[config.mk]
export PLATFORM = sky130hd
export DESIGN_NAME = rob_recovery_ctrl
export DESIGN_NICKNAME = d
export VERILOG_FILES = /design/src/rtl/rob_recovery_ctrl_pkg.sv /design/src/rtl/rob_recovery_ctrl_rcv_chk_alloc.sv /design/src/rtl/rob_recovery_ctrl.sv
export SDC_FILE = /design/constraint.sdc
export NUM_CORES = 1
export LEC_CHECK = 0
export CAP_MARGIN = 20
export CORE_MARGIN = 2
export CORE_UTILIZATION = 57
export CTS_CLUSTER_DIAMETER = 50
export DETAILED_ROUTE_END_ITERATION = 16
export PLACE_DENSITY = 0.76
export RECOVER_POWER = 50
export SYNTH_ARGS = -nofsm -noshare
export SYNTH_HDL_FRONTEND = slang
export SYNTH_SLANG_ARGS = --single-unit
[constraint.sdc]
create_clock -name clk_i -period 3.2 [get_ports clk_i]
set_input_delay 0.8 -clock clk_i [delete_from_list [all_inputs] [get_ports clk_i]]
set_output_delay 0.8 -clock clk_i [all_outputs]
set_load 0.01 [all_outputs]
[src/rtl/rob_recovery_ctrl_pkg.sv]
// Shared types and constants for the ROB branch-recovery controller.
// The ROB pointer width is fixed here so the checkpoint entry type can live in
// the package; older-masks are sized for the largest supported checkpoint count.
package rob_recovery_ctrl_pkg;

    localparam int NCHK_DEF  = 4;
    localparam int NCHK_MAX  = 8;
    localparam int ROB_PTR_W = 4;

    typedef enum logic [1:0] {
        IDLE    = 2'd0,
        RECOVER = 2'd1,
        HOLD    = 2'd2
    } rcv_state_e;

    typedef struct packed {
        logic                  live;
        logic [ROB_PTR_W-1:0]  tail;
        logic [ROB_PTR_W:0]    used;
        logic [NCHK_MAX-1:0]   older_mask;
    } chk_entry_t;

endpackage

[src/rtl/rob_recovery_ctrl_rcv_chk_alloc.sv]
// Priority free-slot finder: reports whether any checkpoint is free and the
// lowest free index (0 when none is free).
module rcv_chk_alloc #(
    parameter int NCHK  = 4,
    parameter int CHK_W = $clog2(NCHK)
) (
    input  logic [NCHK-1:0]  free_i,
    output logic             any_free_o,
    output logic [CHK_W-1:0] id_o
);

    // Scan from the top down so the lowest free index wins.
    always_comb begin
        any_free_o = 1'b0;
        id_o       = '0;
        for (int i = NCHK - 1; i >= 0; i--) begin
            if (free_i[i]) begin
                any_free_o = 1'b1;
                id_o       = CHK_W'(i);
            end
        end
    end

endmodule

[src/rtl/rob_recovery_ctrl.sv]
// ROB recovery controller: allocates branch checkpoints holding ROB tail/used
// snapshots, squashes younger checkpoints on a mispredict, pulses recover_o with
// the snapshot and stalls dispatch for HOLD_CYC further cycles.
// Optional feature macro: ROB_RCV_STATS_EN adds mispredict and stall-cycle counters.
module rob_recovery_ctrl
    import rob_recovery_ctrl_pkg::*;
#(
    parameter int NCHK     = NCHK_DEF,
    parameter int HOLD_CYC = 2
) (
    input  logic                    clk_i,
    input  logic                    rst_ni,
    input  logic                    chk_alloc_valid_i,
    output logic                    chk_alloc_ready_o,
    output logic [$clog2(NCHK)-1:0] chk_alloc_id_o,
    input  logic [ROB_PTR_W-1:0]    rob_tail_i,
    input  logic [ROB_PTR_W:0]      rob_used_i,
    input  logic                    resolve_valid_i,
    input  logic [$clog2(NCHK)-1:0] resolve_chk_id_i,
    input  logic                    resolve_mispredict_i,
    input  logic                    commit_fire_i,
    output logic                    recover_o,
    output logic [ROB_PTR_W-1:0]    recover_tail_o,
    output logic [ROB_PTR_W:0]      recover_used_count_o,
    output logic                    dispatch_stall_o,
`ifdef ROB_RCV_STATS_EN
    output logic [31:0]             stat_mispredict_o,
    output logic [31:0]             stat_stall_cyc_o,
`endif
    output logic [NCHK-1:0]         chk_live_o
);

    localparam int CHK_W = $clog2(NCHK);
    localparam logic [3:0] HOLD_LAST = 4'(HOLD_CYC - 1);

    chk_entry_t          chk_q [NCHK];
    rcv_state_e          state_q;
    logic [3:0]          hold_cnt_q;

    logic [NCHK_MAX-1:0] live_vec;
    logic [NCHK_MAX-1:0] freed;
    logic [NCHK_MAX-1:0] alloc_mask;
    logic [NCHK-1:0]     free_vec;
    logic                any_free;
    logic                res_hit;
    logic                mis_fire;
    logic                alloc_fire;
    chk_entry_t          snap;
    logic [ROB_PTR_W:0]  rcv_used;

    // Used-count decrement that stops at zero.
    function automatic logic [ROB_PTR_W:0] sat_dec(input logic [ROB_PTR_W:0] v, input logic en);
        return (en && (v != '0)) ? v - 1'b1 : v;
    endfunction

    // Gather live bits into one vector; upper bits beyond NCHK stay zero.
    always_comb begin
        live_vec = '0;
        for (int i = 0; i < NCHK; i++) begin
            live_vec[i] = chk_q[i].live;
        end
    end

    assign res_hit    = resolve_valid_i && live_vec[resolve_chk_id_i];
    assign mis_fire   = res_hit && resolve_mispredict_i;
    assign free_vec   = ~live_vec[NCHK-1:0];
    assign chk_live_o = live_vec[NCHK-1:0];

    // Checkpoints released this cycle: the resolved one, plus every younger one on a mispredict.
    always_comb begin
        freed = '0;
        if (res_hit) begin
            freed[resolve_chk_id_i] = 1'b1;
        end
        if (mis_fire) begin
            for (int k = 0; k < NCHK; k++) begin
                if (chk_q[k].live && chk_q[k].older_mask[resolve_chk_id_i]) begin
                    freed[k] = 1'b1;
                end
            end
        end
    end

    assign alloc_mask = live_vec & ~freed;
    assign snap       = chk_q[resolve_chk_id_i];
    assign rcv_used   = sat_dec(snap.used, commit_fire_i);

    rcv_chk_alloc #(
        .NCHK  (NCHK),
        .CHK_W (CHK_W)
    ) u_chk_alloc (
        .free_i     (free_vec),
        .any_free_o (any_free),
        .id_o       (chk_alloc_id_o)
    );

    assign chk_alloc_ready_o = (state_q == IDLE) && any_free && !mis_fire;
    assign alloc_fire        = chk_alloc_valid_i && chk_alloc_ready_o;

    // Checkpoint table: allocate, release, track commits against each snapshot.
    always_ff @(posedge clk_i or negedge rst_ni) begin
        if (!rst_ni) begin
            for (int i = 0; i < NCHK; i++) begin
                chk_q[i] <= '0;
            end
        end else begin
            for (int i = 0; i < NCHK; i++) begin
                if (alloc_fire && (chk_alloc_id_o == CHK_W'(i))) begin
                    chk_q[i].live       <= 1'b1;
                    chk_q[i].tail       <= rob_tail_i;
                    chk_q[i].used       <= rob_used_i;
                    chk_q[i].older_mask <= alloc_mask;
                end else begin
                    chk_q[i].live       <= chk_q[i].live & ~freed[i];
                    chk_q[i].older_mask <= chk_q[i].older_mask & ~freed;
                    chk_q[i].used       <= sat_dec(chk_q[i].used, commit_fire_i && chk_q[i].live);
                end
            end
        end
    end

    // Recovery FSM with registered recover pulse, snapshot and stall outputs.
    always_ff @(posedge clk_i or negedge rst_ni) begin
        if (!rst_ni) begin
            state_q              <= IDLE;
            hold_cnt_q           <= '0;
            recover_o            <= 1'b0;
            recover_tail_o       <= '0;
            recover_used_count_o <= '0;
            dispatch_stall_o     <= 1'b0;
        end else if (mis_fire) begin
            state_q              <= RECOVER;
            hold_cnt_q           <= '0;
            recover_o            <= 1'b1;
            recover_tail_o       <= snap.tail;
            recover_used_count_o <= rcv_used;
            dispatch_stall_o     <= 1'b1;
        end else begin
            case (state_q)
                RECOVER: begin
                    recover_o  <= 1'b0;
                    hold_cnt_q <= '0;
                    if (HOLD_CYC > 0) begin
                        state_q          <= HOLD;
                        dispatch_stall_o <= 1'b1;
                    end else begin
                        state_q          <= IDLE;
                        dispatch_stall_o <= 1'b0;
                    end
                end
                HOLD: begin
                    recover_o <= 1'b0;
                    if (hold_cnt_q == HOLD_LAST) begin
                        state_q          <= IDLE;
                        dispatch_stall_o <= 1'b0;
                    end else begin
                        hold_cnt_q <= hold_cnt_q + 4'd1;
                    end
                end
                default: begin
                    state_q          <= IDLE;
                    recover_o        <= 1'b0;
                    dispatch_stall_o <= 1'b0;
                end
            endcase
        end
    end

`ifdef ROB_RCV_STATS_EN
    // Wrapping event counters: accepted mispredicts and stalled dispatch cycles.
    always_ff @(posedge clk_i or negedge rst_ni) begin
        if (!rst_ni) begin
            stat_mispredict_o <= '0;
            stat_stall_cyc_o  <= '0;
        end else begin
            if (mis_fire) begin
                stat_mispredict_o <= stat_mispredict_o + 32'd1;
            end
            if (dispatch_stall_o) begin
                stat_stall_cyc_o <= stat_stall_cyc_o + 32'd1;
            end
        end
    end
`endif

endmodule

# --- Yosys cells after proc, flatten, opt, wreduce, memory -nomap -nowiden ---
# Cells that the tools add are included.
word_totals:
  ff_bits: 89
  input_bits: 17
  wordCells: 144
  output_inout_bits: 18
op_classes:
  n_eq_ne: 8
  bitwise_logic: 16
  n_addsub: 6
  n_mux: 52
  n_reduce_logical: 37
  n_lt_le_gt_ge: 3
op_table:
  columns: ["op", "n"]
  rows:
  - ["two-way mux 13 bit", 4]
  - ["binary-select mux 18 bit (select 2 bit)", 1]
  - ["two-way mux 17 bit", 2]
  - ["AND 8 bit", 4]
  - ["two-way mux 5 bit", 5]
  - ["nonzero test 5 bit", 5]
  - ["subtractor 5 x 1 -> 5 bit, second input constant", 5]
  - ["logical AND 1 bit", 23]
  - ["two-way mux 1 bit", 21]
  - ["two-way mux 4 bit", 4]
  - ["two-way mux 2 bit", 6]
  - ["binary-select mux 1 bit (select 2 bit)", 5]
  - ["AND 4 x 8 -> 8 bit", 1]
  - ["NOT 8 bit", 1]
  - ["one-hot mux 4 bit (2 select lines)", 1]
  - ["nonzero test 2 bit", 4]
  - ["equality test 2 bit, second input constant", 3]
  - ["inequality test 3 bit, second input constant", 2]
  - ["adder 4 x 1 -> 4 bit, second input constant", 1]
  - ["AND 1 bit", 4]
  - ["equality test 2 x 1 -> 1 bit, second input constant", 2]
  - ["equality test 4 x 1 -> 1 bit, second input constant", 1]
  - ["logical NOT 2 bit", 2]
  - ["less-than comparator 2 x 4 -> 1 bit, second input constant", 1]
  - ["other kinds (11)", 14]

# --- Logic depth before layout (Yosys ltp) ---
logic_depth:
  depth_word: 10
  ltp_mapped: 9
  depth_no_buf: 8

# --- Modules after synthesis ---
# From an unflattened synthesis, not the netlist that was laid out.
hier_totals:
  hier_cells: 358
  area_unflattened_um2: 3837.4
modules_own_cells:
  columns: ["mod", "n_inst", "cells_per_inst", "area_per_inst_um2", "seq_area_each_um2"]
  rows:
  - ["rob_recovery_ctrl", 1, 351, 3802.4, 1726.7]
  - ["rcv_chk_alloc", 1, 7, 35.0, 0.0]

# --- Worst setup path before layout ---
# No wires, ideal clock.
synth_path:
  path_kind: "input port to output port"
  startpoint: "input port resolve_chk_id_i[1]"
  endpoint: "output port chk_alloc_ready_o"
  slack_ps: 251
  arrival_ps: 2149
  cell_stages: 6
  t_required_ps: 2400
  path_buffers: 3
  cell_sequence: "mux2_2 -> a32o_1 -> buf_4 -> buf_1 -> clkbuf_1 -> nor2_1"
synth_via:
  elab_chain_cells: 6
synth_rtl:
  columns: ["element", "line", "source"]
  rows:
  - ["start, declared", "rob_recovery_ctrl.sv:19", "input logic [$clog2(NCHK)-1:0] resolve_chk_id_i,"]
  - ["binary-select mux 1 bit (select 2 bit)", "rob_recovery_ctrl.sv:64", "assign res_hit = resolve_valid_i && live_vec[resolve_chk_id_i];"]
  - ["two-way mux 1 bit (implied by the code)", "rob_recovery_ctrl.sv:64", null]
  - ["logical AND 1 bit", "rob_recovery_ctrl.sv:64", null]
  - ["logical AND 1 bit", "rob_recovery_ctrl.sv:65", "assign mis_fire = res_hit && resolve_mispredict_i;"]
  - ["via mis_fire", "rob_recovery_ctrl.sv:46", "logic mis_fire;"]
  - ["logical NOT 1 bit", "rob_recovery_ctrl.sv:97", "assign chk_alloc_ready_o = (state_q == IDLE) && any_free && !mis_fire;"]
  - ["logical AND 1 bit", "rob_recovery_ctrl.sv:97", null]
  - ["end, declared", "rob_recovery_ctrl.sv:14", "output logic chk_alloc_ready_o,"]
# The timed path passes the listed nets, and every way through them passes these cells. The select of a mux whose other input is x is not followed.

# --- Worst setup path in the final report ---
layout_path:
  startpoint: "input port resolve_chk_id_i[0]"
  endpoint: "output port chk_alloc_ready_o"
layout_via:
  elab_chain_cells: 6
layout_rtl:
  columns: ["element", "line"]
  rows:
  - ["binary-select mux 1 bit (select 2 bit)", "rob_recovery_ctrl.sv:64"]
  - ["two-way mux 1 bit (implied by the code)", "rob_recovery_ctrl.sv:64"]
  - ["logical AND 1 bit", "rob_recovery_ctrl.sv:64"]
  - ["logical AND 1 bit", "rob_recovery_ctrl.sv:65"]
  - ["logical NOT 1 bit", "rob_recovery_ctrl.sv:97"]
  - ["logical AND 1 bit", "rob_recovery_ctrl.sv:97"]
# No other way between the ends. The select of a mux whose other input is x is not followed.

==> flow_summary.yaml <==
route:
  vias: 2780
  drt-total-wl_um: 8042
  drt-wirelength-per-cell_um: 16.62
  drt.antenna.violating_nets: 0
  drtIter0Drc: 132
  drc: 0
  vias_per_cell: 5.744
  drt_first_pass_iters: 4
layout:
  layout-drive-gt1-share: 0.2187
  antenna_cells: 0
  fillers: 477
  final_util: 0.7119
  multi_input_area_mm2: 0.001788
  register_area_mm2: 0.001727
  final_cells: 484
  areaGrowthSynthToFinish_pct: 21.85
  fin_nets: 427
global_route:
  grt_max_degree: 43
  grt_pass1_vias: 2895
  gr-total-overflow: 0
  grt_pass1_wl_um: 14010
  grt_antenna_before_repair: 0
  track_usage: 0.2537
die:
  dieWidth_um: 84.45
  pin_count: 35
  core_mm2: 0.006314
  die_area_mm2: 0.007131
  rows: 29
  start_util: 0.5842
  die_y_um: 84.45
clock_network:
  cts.sinks: 69
  htree_levels: 3
  worstSkewPairLatency_ns: 0.36
  cts_made_buffers: 9
  hold_buffers: 0
  post_cts.repair.setup_buffers: 0
  clk_pin_slew_ns: 0.08
  clockRootBuffer: "clkbuf_8"
  tritoncts: "done"
  clockBufferDepth: 2
critical_path:
  crit_required_ns: 2.40
  max_stage_delay_ns: 0.56
  rrSetupSlack_ns: 0.88
  endpoint_kind: "output port"
  cp-start-kind: "input pin"
  path_max_fanout: 3
  crit_type: "input pin to output port"
  crit_chain: "dlygate4sd3_1 > and2b_1 > a32o_1 > nor2_1 > dlygate4sd2_1"
  slowest_stage: "dlygate4sd3_1"
  cp.arrival_ns: 2.28
synthesis:
  syn_nets: 368
  ys.warnings.count: 0
  synth_area_leaders: "dfrtp_1 47%, mux2_2 9.2%, nand2_1 3.9%, mux2i_1 3.8%, o21ai_0 3.1%"
  synthesis.area_mm2: 0.003689
  ys_ff_latch: 69
  synth_cell_types: 45
  yosysSeqAreaShare: 0.4681
  avgSynthCellArea_um2: 10.75
  synth_top_area_frac: 0.4681
  postSynthCellCount: 343
  synth_area_leader_cell: "dfrtp_1"
power_and_ir_drop:
  irDropWorstVdd_mv: 0.5809
  p_leak_nw: 1.961
  power.density_mw_per_mm2: 944.2
timing:
  drv_slew: 0
  max_freq_mhz: 325.0
  worst_pin_slew_ns: 1.447
  finalSetupViolations: 0
  relSlewSlack: 0.03505
  min_period_ns: 3.077
  period_share: 0.9617
  finalHoldViolCount: 0
  rsz0062_at_grt: "no"
  finalClockSkew_ns: 0.009176
min_path:
  holdCritPathClass: "flip-flop to flip-flop"
placed_design:
  io_buffers: 34
  hpwl_um: 5724
  gp_congestion: 0.8769
  dp_cells: 468
run:
  max-cap-violations: 0
outcome:
  status: "finished, final reports clean"
[layer usage]
layer | vias to the layer above | global-route usage | wire length, um
met4 | 0 | 0.09235 | 129
met5 | - | 0 | 0
li1 | 1336 | - | -
met1 | 1371 | 0.3325 | 3544
met3 | 12 | 0.06096 | 394
met2 | 61 | 0.4149 | 3973
[through the flow]
step	total power [mW]	hold slack, ns	TNS [ns]	area [um^2]	worst slack (ns)
global placement	3.388	0.4682	-0.2719	4292	-0.2719
floorplan	2.778	0.4563	0	3689	0.2510
CTS	4.280	0.4659	0	4511	0.2049
finish	4.243	0.4903	0	4494	0.1227
detailed placement	3.471	0.4738	-0.4059	4292	-0.2973
global route	4.562	0.4983	0	4494	0.09594
[what timing repair did]
action | CTS | global route
resized for setup | 2 | 0
endpoints found under the setup margin | 1 | 0
hold endpoints to repair | 0 | 0
[cell usage after synthesis, drive strengths merged]
cell,instances
nor3,5
a21o,4
mux4,7
a21oi,12
or4,3
clkbuf,4
buf,14
xnor2,9
and2b,1
dfrtp,69
mux2i,14
inv,18
a21boi,1
nor2,25
o211ai,3
nand2,38
o21bai,3
a211oi,1
a22oi,1
o22ai,1
ha,8
and2,1
mux2,30
a31oi,8
nor2b,2
o21ai,24
or3b,2
a2bb2oi,2
a32o,3
a211o,1
and3,2
xor2,1
nand3,7
o21a,6
nand3b,3
or3,4
nand4bb,1
nand2b,2
nor4,3
[report_power, final]
part           total (mW)  internal [mW]  leakage, nW  switching, mW
combinational        1.87           1.00         1.00          0.865
clock               0.802          0.442        0.106          0.359
sequential           1.57           1.28        0.851          0.291
[area by class of cell]
type	count	share of cell area
tap	77	0.02144
inverter	18	0.01503
sequential	69	0.3842
timing repair buffer	66	0.1322
clock inverter	7	0.02171
multi-input combinational	238	0.3978
clock buffer	9	0.02756
[placed cells by master, fill, tap and decap left out, types with 9 or more instances in the layout]
cell / netlist / layout
xnor2_1: 9 / 9
nand2_1: 38 / 38
o21ai_0: 23 / 23
a21oi_1: 12 / 12
mux2i_1: 14 / 14
dfrtp_1: 69 / 69
buf_4: 7 / 29
clkbuf_8: 0 / 9
nor2_1: 25 / 25
inv_1: 18 / 18
clkdlybuf4s50_1: 0 / 28
mux2_2: 30 / 30
[worst paths after layout]
| kind | depth (start not counted) | end | from |
|---|---|---|---|
| max reg2reg | 8 | chk_q[45]$_DFFE_PN0P_ | chk_live_o[0]$_DFF_PN0_ |
| max in group asynchronous | 2 | chk_q[55]$_DFF_PN0_ | rst_ni |
| min in group asynchronous | 1 | chk_q[63]$_DFFE_PN0P_ | rst_ni |
| min reg2reg | 1 | chk_q[1]$_DFF_PN0_ | chk_q[1]$_DFF_PN0_ |
| min | 1 | chk_q[1]$_DFF_PN0_ | chk_q[1]$_DFF_PN0_ |
| max | 5 | chk_alloc_ready_o | resolve_chk_id_i[0] |
[state kept, by name, indices dropped and copies added (netlist names)]
signal	count
chk_q	48
dispatch_stall_o	1
recover_o	1
hold_cnt_q	4
chk_live_o	4
state_q	2
recover_used_count_o	5
recover_tail_o	4
[critical path, delay by kind of cell]
kind / cells / cell delay, ns
buf+inv: 2 / 0.86
simple gates: 2 / 0.31
compound gates: 1 / 0.30
[logic make-up after synthesis]
logic type / after synthesis / share of synthesized area
fa+ha+maj: 8 / 0.02714
xor+xnor: 10 / 0.02375
buf+inv: 36 / 0.04715
simple gates: 99 / 0.1415
compound gates: 70 / 0.1180
mux: 51 / 0.1744
flops: 69 / 0.4681
Note: power is estimated with default switching activity, not from simulation.
